==> src/rtl/mem_io_pkg.sv <==
// Shared definitions for the data-memory load/run/dump sequencer.
// Contents:
//   state_t   - sequencer state encoding
//   MUX_*     - addr_mux_select codes driven towards the matmul `top`
//   CNT_W     - width of every address / latency counter
//   term_of() - terminal-count value for a counter that must see n values
package mem_io_pkg;

  localparam int CNT_W = 16;

  typedef enum logic [2:0] {
    IDLE   = 3'd0,
    LOAD   = 3'd1,
    FLUSH  = 3'd2,
    STRT   = 3'd3,
    RUN    = 3'd4,
    DUMP_A = 3'd5,
    DUMP_O = 3'd6
  } state_t;

  localparam logic [1:0] MUX_CORE = 2'd0;
  localparam logic [1:0] MUX_LOAD = 2'd1;
  localparam logic [1:0] MUX_DUMP = 2'd2;

  // Last count value of a run of n counts starting at 0 (n=0 maps to 0).
  function automatic logic [CNT_W-1:0] term_of(input int n);
    if (n <= 0) begin
      return {CNT_W{1'b0}};
    end else begin
      return CNT_W'(n - 1);
    end
  endfunction

endpackage

==> src/rtl/mem_io_addr_counter.sv <==
// Up-counter with synchronous clear, enable and terminal-count compare.
// Ports:
//   clk     - rising-edge clock
//   rst_n   - synchronous active-low reset (count returns to 0)
//   clr     - synchronous clear, wins over en
//   en      - increment by one
//   term    - terminal value compared against the current count
//   count   - registered count
//   at_term - high while count equals term
module mem_io_addr_counter
  import mem_io_pkg::*;
(
  input  logic             clk,
  input  logic             rst_n,
  input  logic             clr,
  input  logic             en,
  input  logic [CNT_W-1:0] term,
  output logic [CNT_W-1:0] count,
  output logic             at_term
);

  // Count register: reset/clear to zero, otherwise step on enable.
  always_ff @(posedge clk) begin
    if (!rst_n) begin
      count <= {CNT_W{1'b0}};
    end else if (clr) begin
      count <= {CNT_W{1'b0}};
    end else if (en) begin
      count <= count + {{(CNT_W-1){1'b0}}, 1'b1};
    end else begin
      count <= count;
    end
  end

  assign at_term = (count == term);

endmodule

==> src/rtl/mem_io_sequencer.sv <==
// Hardware load/run/dump sequencer around the multicore matmul `top`.
// Streams LOAD_WORDS words into dmem through the load port, pulses START,
// waits for END, then streams DUMP_WORDS words back out of dmem.
// Every output is a register; the FSM assigns the values that belong to
// the state it is entering.
// Ports:
//   clk, RESET               - clock, synchronous active-low reset
//   go / busy / done / err   - sequence control and status
//   load_data/valid/ready    - input word stream (ready only in LOAD)
//   addr_mux_select          - 0=core, 1=load, 2=dump, to `top`
//   current_addr, mem_data,
//   write_from_tb            - dmem write port, to `top`
//   ar_in, dmem_rdata        - dmem read port for the dump
//   START, END               - core start pulse / completion level
//   dump_data/valid/ready    - output word stream
module mem_io_sequencer
  import mem_io_pkg::*;
#(
  parameter int LOAD_WORDS  = 1000,
  parameter int DUMP_WORDS  = 997,
  parameter int RD_LAT      = 1,
  parameter int RUN_TIMEOUT = 0
) (
  input  logic        clk,
  input  logic        RESET,
  input  logic        go,
  output logic        busy,
  output logic        done,
  output logic        err,
  input  logic [15:0] load_data,
  input  logic        load_valid,
  output logic        load_ready,
  output logic [1:0]  addr_mux_select,
  output logic [15:0] current_addr,
  output logic [15:0] mem_data,
  output logic        write_from_tb,
  output logic [15:0] ar_in,
  output logic        START,
  input  logic        END,
  input  logic [15:0] dmem_rdata,
  output logic [15:0] dump_data,
  output logic        dump_valid,
  input  logic        dump_ready
);

  // Parameter legality is checked at elaboration.
  if (LOAD_WORDS < 1 || LOAD_WORDS > 65535) begin : g_bad_load_words
    $error("mem_io_sequencer: LOAD_WORDS must be in 1..65535");
  end
  if (DUMP_WORDS < 1 || DUMP_WORDS > 65535) begin : g_bad_dump_words
    $error("mem_io_sequencer: DUMP_WORDS must be in 1..65535");
  end
  if (RD_LAT < 1 || RD_LAT > 3) begin : g_bad_rd_lat
    $error("mem_io_sequencer: RD_LAT must be in 1..3");
  end
  if (RUN_TIMEOUT < 0 || RUN_TIMEOUT > 65535) begin : g_bad_timeout
    $error("mem_io_sequencer: RUN_TIMEOUT must be in 0..65535");
  end

  localparam logic [CNT_W-1:0] LOAD_TERM    = term_of(LOAD_WORDS);
  localparam logic [CNT_W-1:0] DUMP_TERM    = term_of(DUMP_WORDS);
  localparam logic [CNT_W-1:0] RDLAT_TERM   = term_of(RD_LAT);
  localparam logic [CNT_W-1:0] TIMEOUT_TERM = term_of(RUN_TIMEOUT);
  localparam logic             TIMEOUT_EN   = (RUN_TIMEOUT != 0);

  state_t           state_r;

  logic             addr_clr_s;
  logic             addr_en_s;
  logic [CNT_W-1:0] addr_term_s;
  logic [CNT_W-1:0] addr_count_s;
  logic             addr_at_term_s;

  logic             lat_clr_s;
  logic             lat_en_s;
  logic [CNT_W-1:0] lat_term_s;
  logic [CNT_W-1:0] lat_count_unused;
  logic             lat_at_term_s;

  logic             load_fire_s;
  logic             dump_fire_s;

  // Load/dump word address: cleared on go and again when the dump begins.
  mem_io_addr_counter u_addr_cnt (
    .clk     (clk),
    .rst_n   (RESET),
    .clr     (addr_clr_s),
    .en      (addr_en_s),
    .term    (addr_term_s),
    .count   (addr_count_s),
    .at_term (addr_at_term_s)
  );

  // Shared counter: RUN cycles for the timeout, DUMP_A cycles for RD_LAT.
  mem_io_addr_counter u_lat_cnt (
    .clk     (clk),
    .rst_n   (RESET),
    .clr     (lat_clr_s),
    .en      (lat_en_s),
    .term    (lat_term_s),
    .count   (lat_count_unused),
    .at_term (lat_at_term_s)
  );

  // Counter controls and handshake qualifiers for the current state.
  always_comb begin
    addr_clr_s  = 1'b0;
    addr_en_s   = 1'b0;
    addr_term_s = DUMP_TERM;
    lat_clr_s   = 1'b1;
    lat_en_s    = 1'b0;
    lat_term_s  = RDLAT_TERM;
    load_fire_s = 1'b0;
    dump_fire_s = 1'b0;
    case (state_r)
      IDLE: begin
        if (go) begin
          addr_clr_s = 1'b1;
        end else begin
          addr_clr_s = 1'b0;
        end
      end
      LOAD: begin
        addr_term_s = LOAD_TERM;
        if (load_valid && load_ready) begin
          load_fire_s = 1'b1;
          addr_en_s   = 1'b1;
        end else begin
          load_fire_s = 1'b0;
        end
      end
      RUN: begin
        lat_term_s = TIMEOUT_TERM;
        if (END) begin
          addr_clr_s = 1'b1;
          lat_clr_s  = 1'b1;
        end else begin
          // Counting stays off when the timeout is disabled so it never wraps.
          lat_clr_s = 1'b0;
          lat_en_s  = TIMEOUT_EN;
        end
      end
      DUMP_A: begin
        lat_clr_s = 1'b0;
        lat_en_s  = 1'b1;
      end
      DUMP_O: begin
        if (dump_valid && dump_ready) begin
          dump_fire_s = 1'b1;
          addr_en_s   = !addr_at_term_s;
        end else begin
          dump_fire_s = 1'b0;
        end
      end
      default: begin
        lat_clr_s = 1'b1;
      end
    endcase
  end

  // Sequencer FSM with registered outputs.
  always_ff @(posedge clk) begin
    if (!RESET) begin
      state_r         <= IDLE;
      busy            <= 1'b0;
      done            <= 1'b0;
      err             <= 1'b0;
      load_ready      <= 1'b0;
      addr_mux_select <= MUX_CORE;
      current_addr    <= 16'd0;
      mem_data        <= 16'd0;
      write_from_tb   <= 1'b0;
      ar_in           <= 16'd0;
      START           <= 1'b0;
      dump_data       <= 16'd0;
      dump_valid      <= 1'b0;
    end else begin
      // Single-cycle strobes default low.
      done          <= 1'b0;
      write_from_tb <= 1'b0;
      START         <= 1'b0;
      case (state_r)
        IDLE: begin
          if (go) begin
            state_r         <= LOAD;
            busy            <= 1'b1;
            err             <= 1'b0;
            load_ready      <= 1'b1;
            addr_mux_select <= MUX_LOAD;
          end else begin
            state_r         <= IDLE;
            addr_mux_select <= MUX_CORE;
          end
        end
        LOAD: begin
          if (load_fire_s) begin
            current_addr  <= addr_count_s;
            mem_data      <= load_data;
            write_from_tb <= 1'b1;
            if (addr_at_term_s) begin
              state_r    <= FLUSH;
              load_ready <= 1'b0;
            end else begin
              state_r <= LOAD;
            end
          end else begin
            state_r <= LOAD;
          end
        end
        FLUSH: begin
          // The last word's write strobe is visible during this cycle.
          state_r         <= STRT;
          addr_mux_select <= MUX_CORE;
          START           <= 1'b1;
        end
        STRT: begin
          state_r <= RUN;
        end
        RUN: begin
          if (END) begin
            state_r         <= DUMP_A;
            addr_mux_select <= MUX_DUMP;
            ar_in           <= 16'd0;
          end else if (TIMEOUT_EN && lat_at_term_s) begin
            state_r <= IDLE;
            busy    <= 1'b0;
            err     <= 1'b1;
            done    <= 1'b1;
          end else begin
            state_r <= RUN;
          end
        end
        DUMP_A: begin
          // ar_in was set on entry; data is valid after RD_LAT cycles.
          if (lat_at_term_s) begin
            state_r    <= DUMP_O;
            dump_data  <= dmem_rdata;
            dump_valid <= 1'b1;
          end else begin
            state_r <= DUMP_A;
          end
        end
        DUMP_O: begin
          if (dump_fire_s) begin
            dump_valid <= 1'b0;
            if (addr_at_term_s) begin
              state_r         <= IDLE;
              busy            <= 1'b0;
              done            <= 1'b1;
              addr_mux_select <= MUX_CORE;
            end else begin
              state_r <= DUMP_A;
              ar_in   <= addr_count_s + 16'd1;
            end
          end else begin
            state_r <= DUMP_O;
          end
        end
        default: begin
          state_r         <= IDLE;
          busy            <= 1'b0;
          load_ready      <= 1'b0;
          dump_valid      <= 1'b0;
          addr_mux_select <= MUX_CORE;
        end
      endcase
    end
  end

endmodule

==> config.mk <==
export PLATFORM = sky130hd
export DESIGN_NAME = mem_io_sequencer
export DESIGN_NICKNAME = d
export VERILOG_FILES = /design/src/rtl/mem_io_pkg.sv /design/src/rtl/mem_io_addr_counter.sv /design/src/rtl/mem_io_sequencer.sv
export SDC_FILE = /design/constraint.sdc
export NUM_CORES = 1
export LEC_CHECK = 0
export BUFFER_PORTS_ARGS = -buffer_cell sky130_fd_sc_hd__buf_2
export CORE_MARGIN = 2
export CORE_UTILIZATION = 35
export CTS_CLUSTER_SIZE = 28
export DETAILED_ROUTE_END_ITERATION = 16
export PLACE_DENSITY = 0.68
export SETUP_SLACK_MARGIN = 0.15
export SYNTH_ARGS = -nofsm -noshare
export SYNTH_HDL_FRONTEND = slang
export SYNTH_HIERARCHICAL = 1
export SYNTH_SLANG_ARGS = --single-unit
==> constraint.sdc <==
create_clock -name clk -period 2.7 [get_ports clk]
set_input_delay 0.27 -clock clk [delete_from_list [all_inputs] [get_ports clk]]
set_output_delay 0.27 -clock clk [all_outputs]
set_load 0.005 [all_outputs]
=== Word-level counts from Yosys, hierarchy flattened ===
Index checks and enable logic that the tools add are counted.

* Flip-flop bits (word level): 107
* Bits in latches: 0
* Bits in writable memories: 0
* ROM bits: 0
* Input bits: 38
* Output and inout bits: 73
* Logic and storage cells: 98
* Memories: 0

* Add/sub/neg operators: 2
* Multipliers: 0
* Divide/modulo/power cells: 0
* $lt $le $gt $ge: 0
* Equality and inequality tests: 15
* Shift-type cells: 0
* Multiplexer cells: 41
* Bitwise operators: 5
* Reductions and logical operators: 21

{| class="wikitable"
|+ Operator list
! operator !! number
|-
| 16-bit two-way mux || 3
|-
| 16-bit by 1-bit adder with 16-bit output (second input constant) || 2
|-
| 16-bit one-hot mux with 2 select lines || 1
|-
| 3-bit one-hot mux with 7 select lines || 1
|-
| 1-bit two-way mux || 20
|-
| 16-bit by 10-bit equality test with 1-bit output || 1
|-
| 16-bit logical NOT || 1
|-
| 2-bit inequality test (second input constant) || 8
|-
| 4-bit AND reduction || 4
|-
| 5-bit OR reduction || 3
|-
| 2-bit two-way mux || 6
|-
| 3-bit equality test (second input constant) || 3
|-
| 3-bit two-way mux || 3
|-
| 1-bit one-hot mux with 3 select lines || 3
|-
| 2-bit one-hot mux with 4 select lines || 1
|-
| 3-bit by 2-bit equality test with 1-bit output (second input constant) || 2
|-
| 1-bit one-hot mux with 2 select lines || 3
|-
| 2-bit AND reduction || 3
|-
| 3-bit AND reduction || 2
|-
| 1-bit NOT || 5
|-
| 2-bit OR reduction || 2
|-
| 3-bit by 1-bit equality test with 1-bit output (second input constant) || 1
|-
| 3-bit logical NOT || 1
|-
| 3-bit OR reduction || 1
|-
| other kinds (3) || 4
|}

=== Logic depth before layout (Yosys ltp) ===
Gate-level depths: netlist of the first run.

* Depth after elaboration: 6
* Mapped depth: 14
* Gate-level depth less buffers: 11

=== Modules after synthesis ===
Netlist of the first run, hierarchy kept.

{| class="wikitable"
|+ Modules (own cells, without submodules)
! module !! instances !! cells an instance !! area an instance (µm²) !! seq. area each (µm²)
|-
| mem_io_sequencer || 1 || 371 || 3019.1 || 1501.4
|-
| mem_io_addr_counter || 2 || 99 || 902.1 || 320.3
|}

=== Worst setup path after synthesis of the first run ===
OpenSTA, ideal clock, no wires.

* Path kind: reg2reg
* Start point: reg state_r[2]
* End point: reg u_addr_cnt.count[9]
* Setup time: 0.128 ns
* Arrival time: 2.757 ns
* Required time: 2.572 ns
* Setup slack: -0.184 ns
* Cell stages (with the launch flop): 15
* Buffers on the path: 4
* Clock period less this slack: 2.884 ns
* Path through: dfxtp_1 > buf_4 > clkbuf_1 > nor2_1 > xnor2_1 > nand4_1 > nor4_1 > or4_1 > clkbuf_2 > nand2_1 > and4_1 > buf_4 > nand4_1 > xor2_1 > nor2_1

* Longest elaborated chain between the ends: 6
* Elaborated cells on any way between the ends: 11
* Those cells by class: eq/ne (4); mux (4); reduce/logical (3)

{| class="wikitable"
|+ RTL lines
! item !! RTL line !! RTL
|-
| from (decl) || mem_io_sequencer.sv:66 || <nowiki>state_t state_r;</nowiki>
|-
| from (signal assigned) || mem_io_sequencer.sv:164 || <nowiki>state_r <= IDLE;</nowiki>
|-
| from (signal assigned) || mem_io_sequencer.sv:185 || <nowiki>state_r <= LOAD;</nowiki>
|-
| from (signal assigned) || mem_io_sequencer.sv:191 || <nowiki>state_r <= IDLE;</nowiki>
|-
| 3-bit by 1-bit equality test with 1-bit output || mem_io_sequencer.sv:115 || <nowiki>case (state_r)</nowiki>
|-
| 2-bit two-way mux || mem_io_sequencer.sv:115 ||
|-
| named net addr_term_s[0] || mem_io_sequencer.sv:70 || <nowiki>logic [CNT_W-1:0] addr_term_s;</nowiki>
|-
| 16-bit by 10-bit equality test with 1-bit output || mem_io_addr_counter.sv:35 || <nowiki>assign at_term = (count == term);</nowiki>
|-
| named net addr_at_term_s || mem_io_sequencer.sv:72 || <nowiki>logic addr_at_term_s;</nowiki>
|-
| 1-bit logical NOT || mem_io_sequencer.sv:150 || <nowiki>addr_en_s = !addr_at_term_s;</nowiki>
|-
| 1-bit two-way mux || mem_io_sequencer.sv:148 || <nowiki>if (dump_valid && dump_ready) begin</nowiki>
|-
| 1-bit one-hot mux with 2 select lines || mem_io_sequencer.sv:115 ||
|-
| named net addr_en_s || mem_io_sequencer.sv:69 || <nowiki>logic addr_en_s;</nowiki>
|-
| to (signal assigned) || mem_io_addr_counter.sv:27 || <nowiki>count <= {CNT_W{1'b0}};</nowiki>
|-
| to (signal assigned) || mem_io_addr_counter.sv:29 || <nowiki>count <= count + {{(CNT_W-1){1'b0}}, 1'b1};</nowiki>
|-
| to (signal assigned) || mem_io_addr_counter.sv:31 || <nowiki>count <= count;</nowiki>
|-
| to (decl) || mem_io_addr_counter.sv:18 || <nowiki>output logic [CNT_W-1:0] count,</nowiki>
|}

The timed path passes the listed nets, and every way through them passes these cells.
A chain may end at the register's enable or synchronous reset.

=== Final worst setup path of the first run ===
* Start point: reg state_r[1]
* End point: reg u_addr_cnt.count[15]

Same word-level chain as after synthesis.

==> impl_metrics.toml, run 1 <==
[cts]
cts.sinks = 107
cts_buffers = 9
worstSkewPairLatency_ns = 0.34
cts.path.max_buffers = 2
cts_root_buf = "clkbuf_16"
htree_levels = 3
path_clk_slew_ns = 0.07
cts_tree = "done"

[timing]
rsz0062_at_grt = "no"
setup_tns_ns = 0
setup_viol = 0
slew_viol_final = 0
slew_headroom_pct = 56.4
fmax_mhz = 417
hold_viol = 0
tightest_slew_ns = 0.654
layout_min_cycle_time_ns = 2.40
fin_crit_sh_pct = 88.9
finClkSkew_ns = 0.00451

[synthesis]
syn-instance-count = 569
synthesis.area_um2 = 4820
synth-edff-count = 0
synthMuxAreaShare_pct = 0.623
seq_area_frac_synth_pct = 44.4
yosysTopAreaCellShare_pct = 44.4
synth-simple-area-share_pct = 25.6
synthTopCellsByCount = "117 x nand2_1, 107 x dfxtp_1, 66 x a21oi_1"
syn_avg_cell_area_um2 = 8.48
synthXorXnorAreaFrac_pct = 12.3
synth_top_family_by_area = "simple AND/OR/NAND/NOR gates"
synth_fa_ha_area_share_pct = 0.778
synth_compound_area_share_pct = 11.5
synth.area.top_cells = "dfxtp_1 44%, nand2_1 9.1%, xnor2_1 8.2%"
synth_ff_type = "dfxtp_1"
async_reset_ff_share_pct = 0
synth.ff_latch_count = 107
yosysUniqueCellTypes = 48
ys_warn_count = 6
yosysTopAreaCell = "dfxtp_1"
synthMostInstantiatedCell = "nand2_1"

[detailed_routing]
routed_via_density = 4.75
antenna_left = 0
wl_per_cell_um = 12.9
via_count = 4245
drtIter0Drc = 215
firstDrtPassIters = 4
wl_um = 11500
drc = 0

[die]
die_w_um = 121
rows = 42
start_util_pct = 36.1
die_y_um = 121
dieArea_um2 = 14700
core_um2 = 13300
io_pins = 111

[global_routing]
grt_first_pass_wirelength_um = 18700
grt_use_total_pct = 15.7
grt_pass1_vias = 3811
grt.overflow.total = 0
grt_max_degree = 44
antenna_found_initial = 0

[setup_path]
crit_arrival_ns = 2.66
cp-startpoint = "state_r[1]$_SDFF_PN0_"
rr_endpoint = "u_addr_cnt/count[15]$_SDFFE_PP0P_"
criticalPathCategory = "flip-flop to flip-flop"
regToRegSetupSlack_ns = 0.30
startpoint_type = "flip-flop"
critPathMaxFanout = 6
r2r_start = "state_r[1]$_SDFF_PN0_"
path_cells = "nand2b_4 > nor2_4 > xnor2_1 > nand4_1 > nor4_4 > or4_4 > nand2_4 > and4_4 > nand3_4 > or3_1 > a21oi_1"
reg2regPathDepth = 11
endpoint_kind = "flip-flop"
crit_end = "u_addr_cnt/count[15]$_SDFFE_PP0P_"
cpPeakStageDelay_ns = 0.51
cp.required_ns = 2.96
crit_path_top_delay_cell = "or4_4"

[finish]
syn_to_final_growth_pct = 25.2
final_util_pct = 45.2
antenna_cells = 0
layout-drive-gt1-share_pct = 23.4
nNetsFinal = 753

[placed_design]
numPortBuffers = 109
place.gp.congestion = 0.809
hpwlAfterDp_um = 8370

[min_path]
hold_class = "input port to flip-flop"

[power_and_ir_drop]
powerDensity_nw_per_um2 = 486
leakage_nw = 2.31
peakVddDrop_mv = 0.267

[job]
maxCapViolations = 0

[outcome]
outcome = "complete, no violations"
[worst min path at each step]
stage,startpoint,cells past startpoint,end
final,dmem_rdata[15],3,dump_data[15]$_SDFFE_PN0P_
after global routing,dmem_rdata[12],3,dump_data[12]$_SDFFE_PN0P_
after CTS,dmem_rdata[15],3,dump_data[15]$_SDFFE_PN0P_
after detailed placement,dump_data[8]$_SDFFE_PN0P_,2,dump_data[8]$_SDFFE_PN0P_
after global placement,mem_data[8]$_SDFFE_PN0P_,2,mem_data[8]$_SDFFE_PN0P_
after floorplan,RESET,1,busy$_SDFFE_PN0P_
[cell type report]
class	count	area, um2
tap	176	220
clock inverter	4	27.5
clock buffer	12	236
multi-input combinational	449	2620
sequential	107	2140
fill	1332	7310
timing repair buffer	138	763
inverter	7	26.3
[where the power goes]
| part | total [mW] | leakage [nW] | internal, mW | switching, mW |
|---|---|---|---|---|
| clock | 1.19 | 0.119 | 0.626 | 0.564 |
| sequential | 1.59 | 0.863 | 1.59 | 0.00608 |
| combinational | 0.152 | 1.33 | 0.0645 | 0.0877 |
[state kept, by name, indices dropped and copies added (netlist names)]
name and count:
START 1, addr_mux_select 2, ar_in 16, busy 1, current_addr 16, done 1
dump_data 16, dump_valid 1, load_ready 1, mem_data 16, state_r 3, u_addr_cnt/count 16
u_lat_cnt/count 16, write_from_tb 1
[what timing repair did]
| item | 4_1_cts | 5_1_grt |
|---|---|---|
| pin swaps | 0 | 1 |
| cloned | 0 | 0 |
| setup endpoints to repair | 4 | 5 |
| hold buffers | 0 | 0 |
| gates resized for setup | 3 | 3 |
| setup buffers | 0 | 1 |
| hold endpoints to repair | 0 | 0 |
[layout by cell type, fill, tap and decap left out, types with 11 or more instances in the layout]
cell and instances:
nor2_1 31, buf_4 29, xor2_1 23, xnor2_1 45, o2bb2ai_1 11, dfxtp_1 107, nand2_1 116, a21oi_1 66
conb_1 31, nand4_1 23, nand3_1 16, buf_2 109
[metrics by stage]
stage / cells / worst slack [ns] / area (um2) / power (mW) / hold slack (ns)
5_1_grt: 893 / 0.156 / 6040 / 3.06 / 0.155
3_3_place_gp: 876 / 0.144 / 5750 / 1.78 / 0.439
3_5_place_dp: 876 / 0.0905 / 5750 / 1.78 / 0.443
4_1_cts: 892 / 0.147 / 6020 / 2.97 / 0.149
2_1_floorplan: 598 / 0.166 / 4990 / 1.72 / 0.388
6_report: 893 / 0.300 / 6040 / 2.94 / 0.164
[critical path, delay by kind of cell (launching register included)]
| kind | cells | cell delay (ns) |
|---|---|---|
| xor gates and xnor gates | 1 | 0.07 |
| AOI/OAI and AO/OA | 1 | 0.12 |
| and+or+nand+nor | 9 | 1.82 |
| DFF | 1 | 0.31 |
[routing by layer]
layer | wire length (um) | up-vias | track usage, %
li1 | - | 2187 | -
met1 | 5320 | 1945 | 20.8
met2 | 5610 | 105 | 26.1
met3 | 519 | 8 | 3.48
met4 | 97 | 0 | 3.81
met5 | 0 | - | 0
[cell families (layout without fill, tap and decap cells)]
logic type	count (synthesis)	after routing
flops	107	107
simple gates	247	247
compound gates	97	97
buf+inv	42	161
fa+ha+maj	3	3
mux	3	3
xor+xnor	68	68
other cells	2	31
Power figures use the tool's default switching activity.
==> run 2: changes to the inputs <==
- SYNTH_HIERARCHICAL: 1 -> unset
==> run 2 against run 1 <==
Synthesized cell count rose by 0.53%. Sequential share of layout area rose by 1.7 points. Worst hold slack got worse by 0.017 ns. Combinational power fell by 11%. Sequential power barely moved. Critical path type unchanged. Core utilization fell by 2.2 points. Via count fell by 1.4%. Routed wire length rose by 0.88%. Synthesized area rose by 0.39%.
==> impl_metrics.toml, run 2 <==
[global_routing]
grt_max_degree = 41
grt_use_total_pct = 15.9
antenna_found_initial = 0
grt_pass1_vias = 3786
grt.overflow.total = 0
grt_first_pass_wirelength_um = 18800

[timing]
finClkSkew_ns = 0.00652
tightest_slew_ns = 0.789
fin_crit_sh_pct = 83.4
setup_viol = 0
slew_viol_final = 0
slew_headroom_pct = 47.3
hold_viol = 0
setup_ws_ns = 0.448
layout_min_cycle_time_ns = 2.25
setup_tns_ns = 0
fmax_mhz = 444
rsz0062_at_grt = "no"
hold_slack_ns = 0.147

[detailed_routing]
firstDrtPassIters = 4
via_count = 4185
wl_um = 11600
routed_via_density = 4.99
drc = 0
antenna_left = 0
wl_per_cell_um = 13.9
drtIter0Drc = 320

[synthesis]
synth.ff_latch_count = 107
syn_nets = 613
synth-edff-count = 0
seq_area_frac_synth_pct = 44.2
synthTopCellsByCount = "107 x dfxtp_1, 101 x nand2_1, 36 x a21oi_1"
syn-instance-count = 572
yosysTopAreaCellShare_pct = 44.2
async_reset_ff_share_pct = 0
synth_ff_type = "dfxtp_1"
syn_avg_cell_area_um2 = 8.47
yosysUniqueCellTypes = 51
synth.area.top_cells = "dfxtp_1 44%, nand2_1 7.8%, mux2i_1 4.8%"
ys_warn_count = 0
synthMostInstantiatedCell = "dfxtp_1"
yosysTopAreaCell = "dfxtp_1"
synthesis.area_um2 = 4840

[finish]
nNetsFinal = 701
syn_to_final_growth_pct = 19.1
final_cell_mix = "109 x buf_2, 107 x dfxtp_1, 101 x nand2_1, 36 x a21oi_1, 33 x nand3_1"
final_common_cell = "buf_2"
final_util_pct = 43.0
layout-drive-gt1-share_pct = 21.4
antenna_cells = 0

[setup_path]
cp-startpoint = "state_r[2]$_SDFF_PN0_"
crit_arrival_ns = 2.54
r2r_start = "state_r[2]$_SDFF_PN0_"
critPathMaxFanout = 21
criticalPathCategory = "flip-flop to flip-flop"
startpoint_type = "flip-flop"
endpoint_kind = "flip-flop"
cp.required_ns = 2.99

[die]
rows = 42
dieArea_um2 = 14800
start_util_pct = 36.1
die_y_um = 122
io_pins = 111
die_w_um = 122
core_um2 = 13400

[min_path]
hold_class = "input port to flip-flop"
hp-start = "load_data[5]"

[placed_design]
hpwlAfterDp_um = 8040
numPortBuffers = 109
place_ws_ns = 0.459
place.gp.congestion = 0.816

[power_and_ir_drop]
leakage_nw = 2.27
powerDensity_nw_per_um2 = 516
peakVddDrop_mv = 0.273

[cts]
cts_buffers = 9
cts_setup_buffers = 0
post_cts_resized = 0
cts.path.max_buffers = 2
worstSkewPairLatency_ns = 0.35
cts_root_buf = "clkbuf_16"
htree_levels = 3
cts_tree = "done"
cts_hold_buf = 0
path_clk_slew_ns = 0.07
cts.sinks = 107

[job]
maxCapViolations = 0

[outcome]
outcome = "complete, no violations"
==> run 2: cell type report <==
class / instances / area (um2)
repair buffers: 120 / 653
inverters: 9 / 33.8
fillers: 1317 / 7630
well taps: 176 / 220
flip-flops and latches: 107 / 2140
clock buffers: 11 / 253
clock inverters: 3 / 25.0
multi-input cells: 413 / 2440
==> run 2: kinds of logic after synthesis <==
kind of cell | Yosys count | share of synthesized area, %
AOI/OAI and AO/OA | 110 | 14.2
xor gates and xnor gates | 26 | 4.70
adders and majority gates | 3 | 0.775
buffers and inverters | 52 | 5.35
DFF | 107 | 44.2
muxes | 23 | 4.75
other | 1 | 0.0774
and+or+nand+nor | 250 | 25.9
==> run 2: per-layer routing <==
metal | track usage, % | vias to the layer above | share of wire, %
met5 | 0 | - | 0
met4 | 4.74 | 0 | 0.76
met3 | 4.49 | 5 | 5.2
met2 | 23.1 | 94 | 44
met1 | 22.9 | 1936 | 50
li1 | - | 2150 | -
==> run 2: worst paths after layout <==
path / to / slack, ns / depth (start not counted)
worst min-delay path: mem_data[5]$_SDFFE_PN0P_ / 0.15 / 3
worst max register to register: u_addr_cnt.count[3]$_SDFFE_PP0P_ / 0.45 / 5
worst max-delay path: u_addr_cnt.count[3]$_SDFFE_PP0P_ / 0.45 / 5
worst min register to register: mem_data[14]$_SDFFE_PN0P_ / 0.45 / 2
==> run 2: metrics by stage <==
step,power (mW),cells,cell area (um2)
detailed placement,1.77,825,5490
global placement,1.76,825,5490
floorplan,1.71,572,4840
finish,2.98,839,5770
global route,3.10,839,5770
CTS,3.03,839,5770
==> run 2: worst max-delay path: stages, from the launching register on <==
cell and delay [ns]:
dfxtp_1 0.67, nand2_1 0.17, nor3_2 0.45, o21ai_4 0.27
or4_1 0.53, nand3_1 0.10
==> run 2: power breakdown <==
part           switching [mW]  internal (mW)  total, mW  leakage, nW
Clock                   0.580          0.670       1.25        0.134
Sequential            0.00555           1.59       1.59        0.863
Combinational          0.0789         0.0573      0.136         1.27
==> run 3: changes to the inputs <==
- ABC_AREA: unset -> 1
- clock period: 2.7 -> 1.9 ns (I/O delays scaled with it)
==> run 3 against run 2 <==
Sequential power is 43% higher. Register-to-register slack worse by 0.17 ns. Worst hold slack worse by 0.048 ns. Cell count is 15% higher. Clock power is 70% higher. Cell area is 5.6% higher. Combinational power is 48% higher. Clock skew is 0.0021 ns higher. Core utilization is 0.84 points higher.
==> impl_metrics.toml, run 3 <==
[outcome]
outcome = "complete, no violations"

[setup_path]
path_delay_family = "simple AND/OR/NAND/NOR gates"
criticalPathCategory = "flip-flop to flip-flop"
cp.required_ns = 2.17
crit_arrival_ns = 1.89
cpPeakStageDelay_ns = 0.45
endpoint_kind = "flip-flop"
startpoint_type = "flip-flop"
path_cells = "inv_1 > nor2_2 > nand2_1 > a21oi_2 > inv_2 > nor3_1"
crit_path_top_delay_cell = "dfxtp_2"
path_buf_inv = 2
critPathMaxFanout = 12

[synthesis]
synth-edff-count = 0
async_reset_ff_share_pct = 0
synthMostInstantiatedCell = "nand2_1"
synth.area.top_cells = "dfxtp_1 43%, nand2_1 10%, nand3_1 8.9%"
synth_ff_type = "dfxtp_1"
ys_warn_count = 0
seq_area_frac_synth_pct = 43.1
syn_avg_cell_area_um2 = 7.35
yosysTopAreaCellShare_pct = 43.1
synthesis.area_um2 = 4970
synthTopCellsByCount = "135 x nand2_1, 107 x dfxtp_1, 88 x nand3_1"
syn_nets = 718
syn-instance-count = 677
yosysUniqueCellTypes = 32
yosysTopAreaCell = "dfxtp_1"
synth.ff_latch_count = 107

[finish]
layout-drive-gt1-share_pct = 27.4
final_common_cell = "nand2_1"
nNetsFinal = 825
antenna_cells = 0
final_cell_mix = "135 x nand2_1, 109 x buf_2, 99 x dfxtp_1, 88 x nand3_1, 83 x a21oi_1"
syn_to_final_growth_pct = 22.5

[global_routing]
grt_max_degree = 39
grt_use_total_pct = 16.3
grt_pass1_vias = 4141
antenna_found_initial = 0
grt.overflow.total = 0
grt_first_pass_wirelength_um = 19700

[power_and_ir_drop]
power_switching_mw = 0.984
sequentialPowerShare_pct = 49.3
p_int_mw = 3.62
p_clk_share_pct = 46.4
powerDensity_nw_per_um2 = 756
peakVddDrop_mv = 0.647
pwr-share-comb_pct = 4.4
leakage_nw = 2.50
switching_share_pct = 21.4
power_mw = 4.60

[detailed_routing]
drc = 0
drtIter0Drc = 290
antenna_left = 0
wl_per_cell_um = 12.8
wl_um = 12400
via_count = 4663
routed_via_density = 4.81
firstDrtPassIters = 5

[die]
die_w_um = 123
die_y_um = 123
start_util_pct = 35.8
io_pins = 111
core_um2 = 13900
rows = 43
dieArea_um2 = 15200

[cts]
cts.sinks = 107
cts_buffers = 9
cts_root_buf = "clkbuf_16"
cts_tree = "done"
htree_levels = 3
worstSkewPairLatency_ns = 0.35
cts.path.max_buffers = 2
path_clk_slew_ns = 0.07
cts_hold_buf = 0

[timing]
setup_tns_ns = 0
fin_crit_sh_pct = 85.1
fmax_mhz = 618
finClkSkew_ns = 0.00862
setup_ws_ns = 0.283
setup_viol = 0
layout_min_cycle_time_ns = 1.62
hold_viol = 0
slew_viol_final = 0
rsz0062_at_grt = "yes"

[job]
maxCapViolations = 0

[placed_design]
numPortBuffers = 109
place_ws_ns = 0.145
place.gp.congestion = 0.947
hpwlAfterDp_um = 9230

[min_path]
hold_class = "input port to flip-flop"
[run 3: worst register-to-register path, delay by kind of cell (launching register included)]
kind,cells,cell delay (ns)
compound gates,1,0.28
buf+inv,2,0.30
flops,1,0.45
simple gates,3,0.51
[run 3: worst paths after layout]
check / from / to / slack (ns) / cells after the start
setup / recovery: state_r[2]$_SDFF_PN0_ / u_lat_cnt.count[6]$_SDFFE_PP0P_ / 0.28 / 6
hold / removal: dmem_rdata[8] / dump_data[8]$_SDFFE_PN0P_ / 0.1 / 3
setup reg to reg: state_r[2]$_SDFF_PN0_ / u_lat_cnt.count[6]$_SDFFE_PP0P_ / 0.28 / 6
hold reg to reg: dump_data[8]$_SDFFE_PN0P_ / dump_data[8]$_SDFFE_PN0P_ / 0.45 / 2
[run 3: cells by family after synthesis]
family                     count (synthesis)  share of synthesized area, %
AOI/OAI and AO/OA                        127                          14.1
xor gates and xnor gates                  11                          1.94
adders and majority gates                  3                         0.755
buffers and inverters                    115                          10.1
DFF                                      107                          43.1
other                                      1                        0.0754
and+or+nand+nor                          313                          30.0
[run 3: routing by layer]
metal | GRT usage [%] | wire length [um]
met1 | 20.3 | 5510
met5 | 0 | 0
met4 | 3.62 | 145
met2 | 28.0 | 5960
met3 | 4.80 | 807
[run 3: cell type report]
class / instances / area, um2
Multi-Input combinational cell: 455 / 2360
Clock buffer: 10 / 229
Timing Repair Buffer: 131 / 711
Clock inverter: 6 / 111
Sequential cell: 107 / 2150
Fill cell: 1431 / 7790
Tap cell: 180 / 225
Inverter: 80 / 300
[run 3: power groups by stage]
stage          sequential (mW)  clock, mW  combinational [mW]
6_report                  2.27       2.13               0.201
3_5_place_dp              2.32          0               0.202
2_1_floorplan             2.31          0               0.123
5_1_grt                   2.27       2.28               0.225
3_3_place_gp              2.32          0               0.202
4_1_cts                   2.27       2.19               0.202
[run 3: repair_timing]
action,CTS,global route
buffers inserted,0,2
resized for setup,2,15
endpoints found under the setup margin,2,56
pin swaps,0,1
[run 3: through the flow]
step	area (um2)	utilization, %	hold WS [ns]	cells
3_3_place_gp	5690	41.0	0.427	951
6_report	6090	43.9	0.0997	969
5_1_grt	6090	43.9	0.101	969
4_1_cts	6040	43.5	0.0917	967
3_5_place_dp	5690	41.0	0.434	951
2_1_floorplan	4970	-	0.358	677
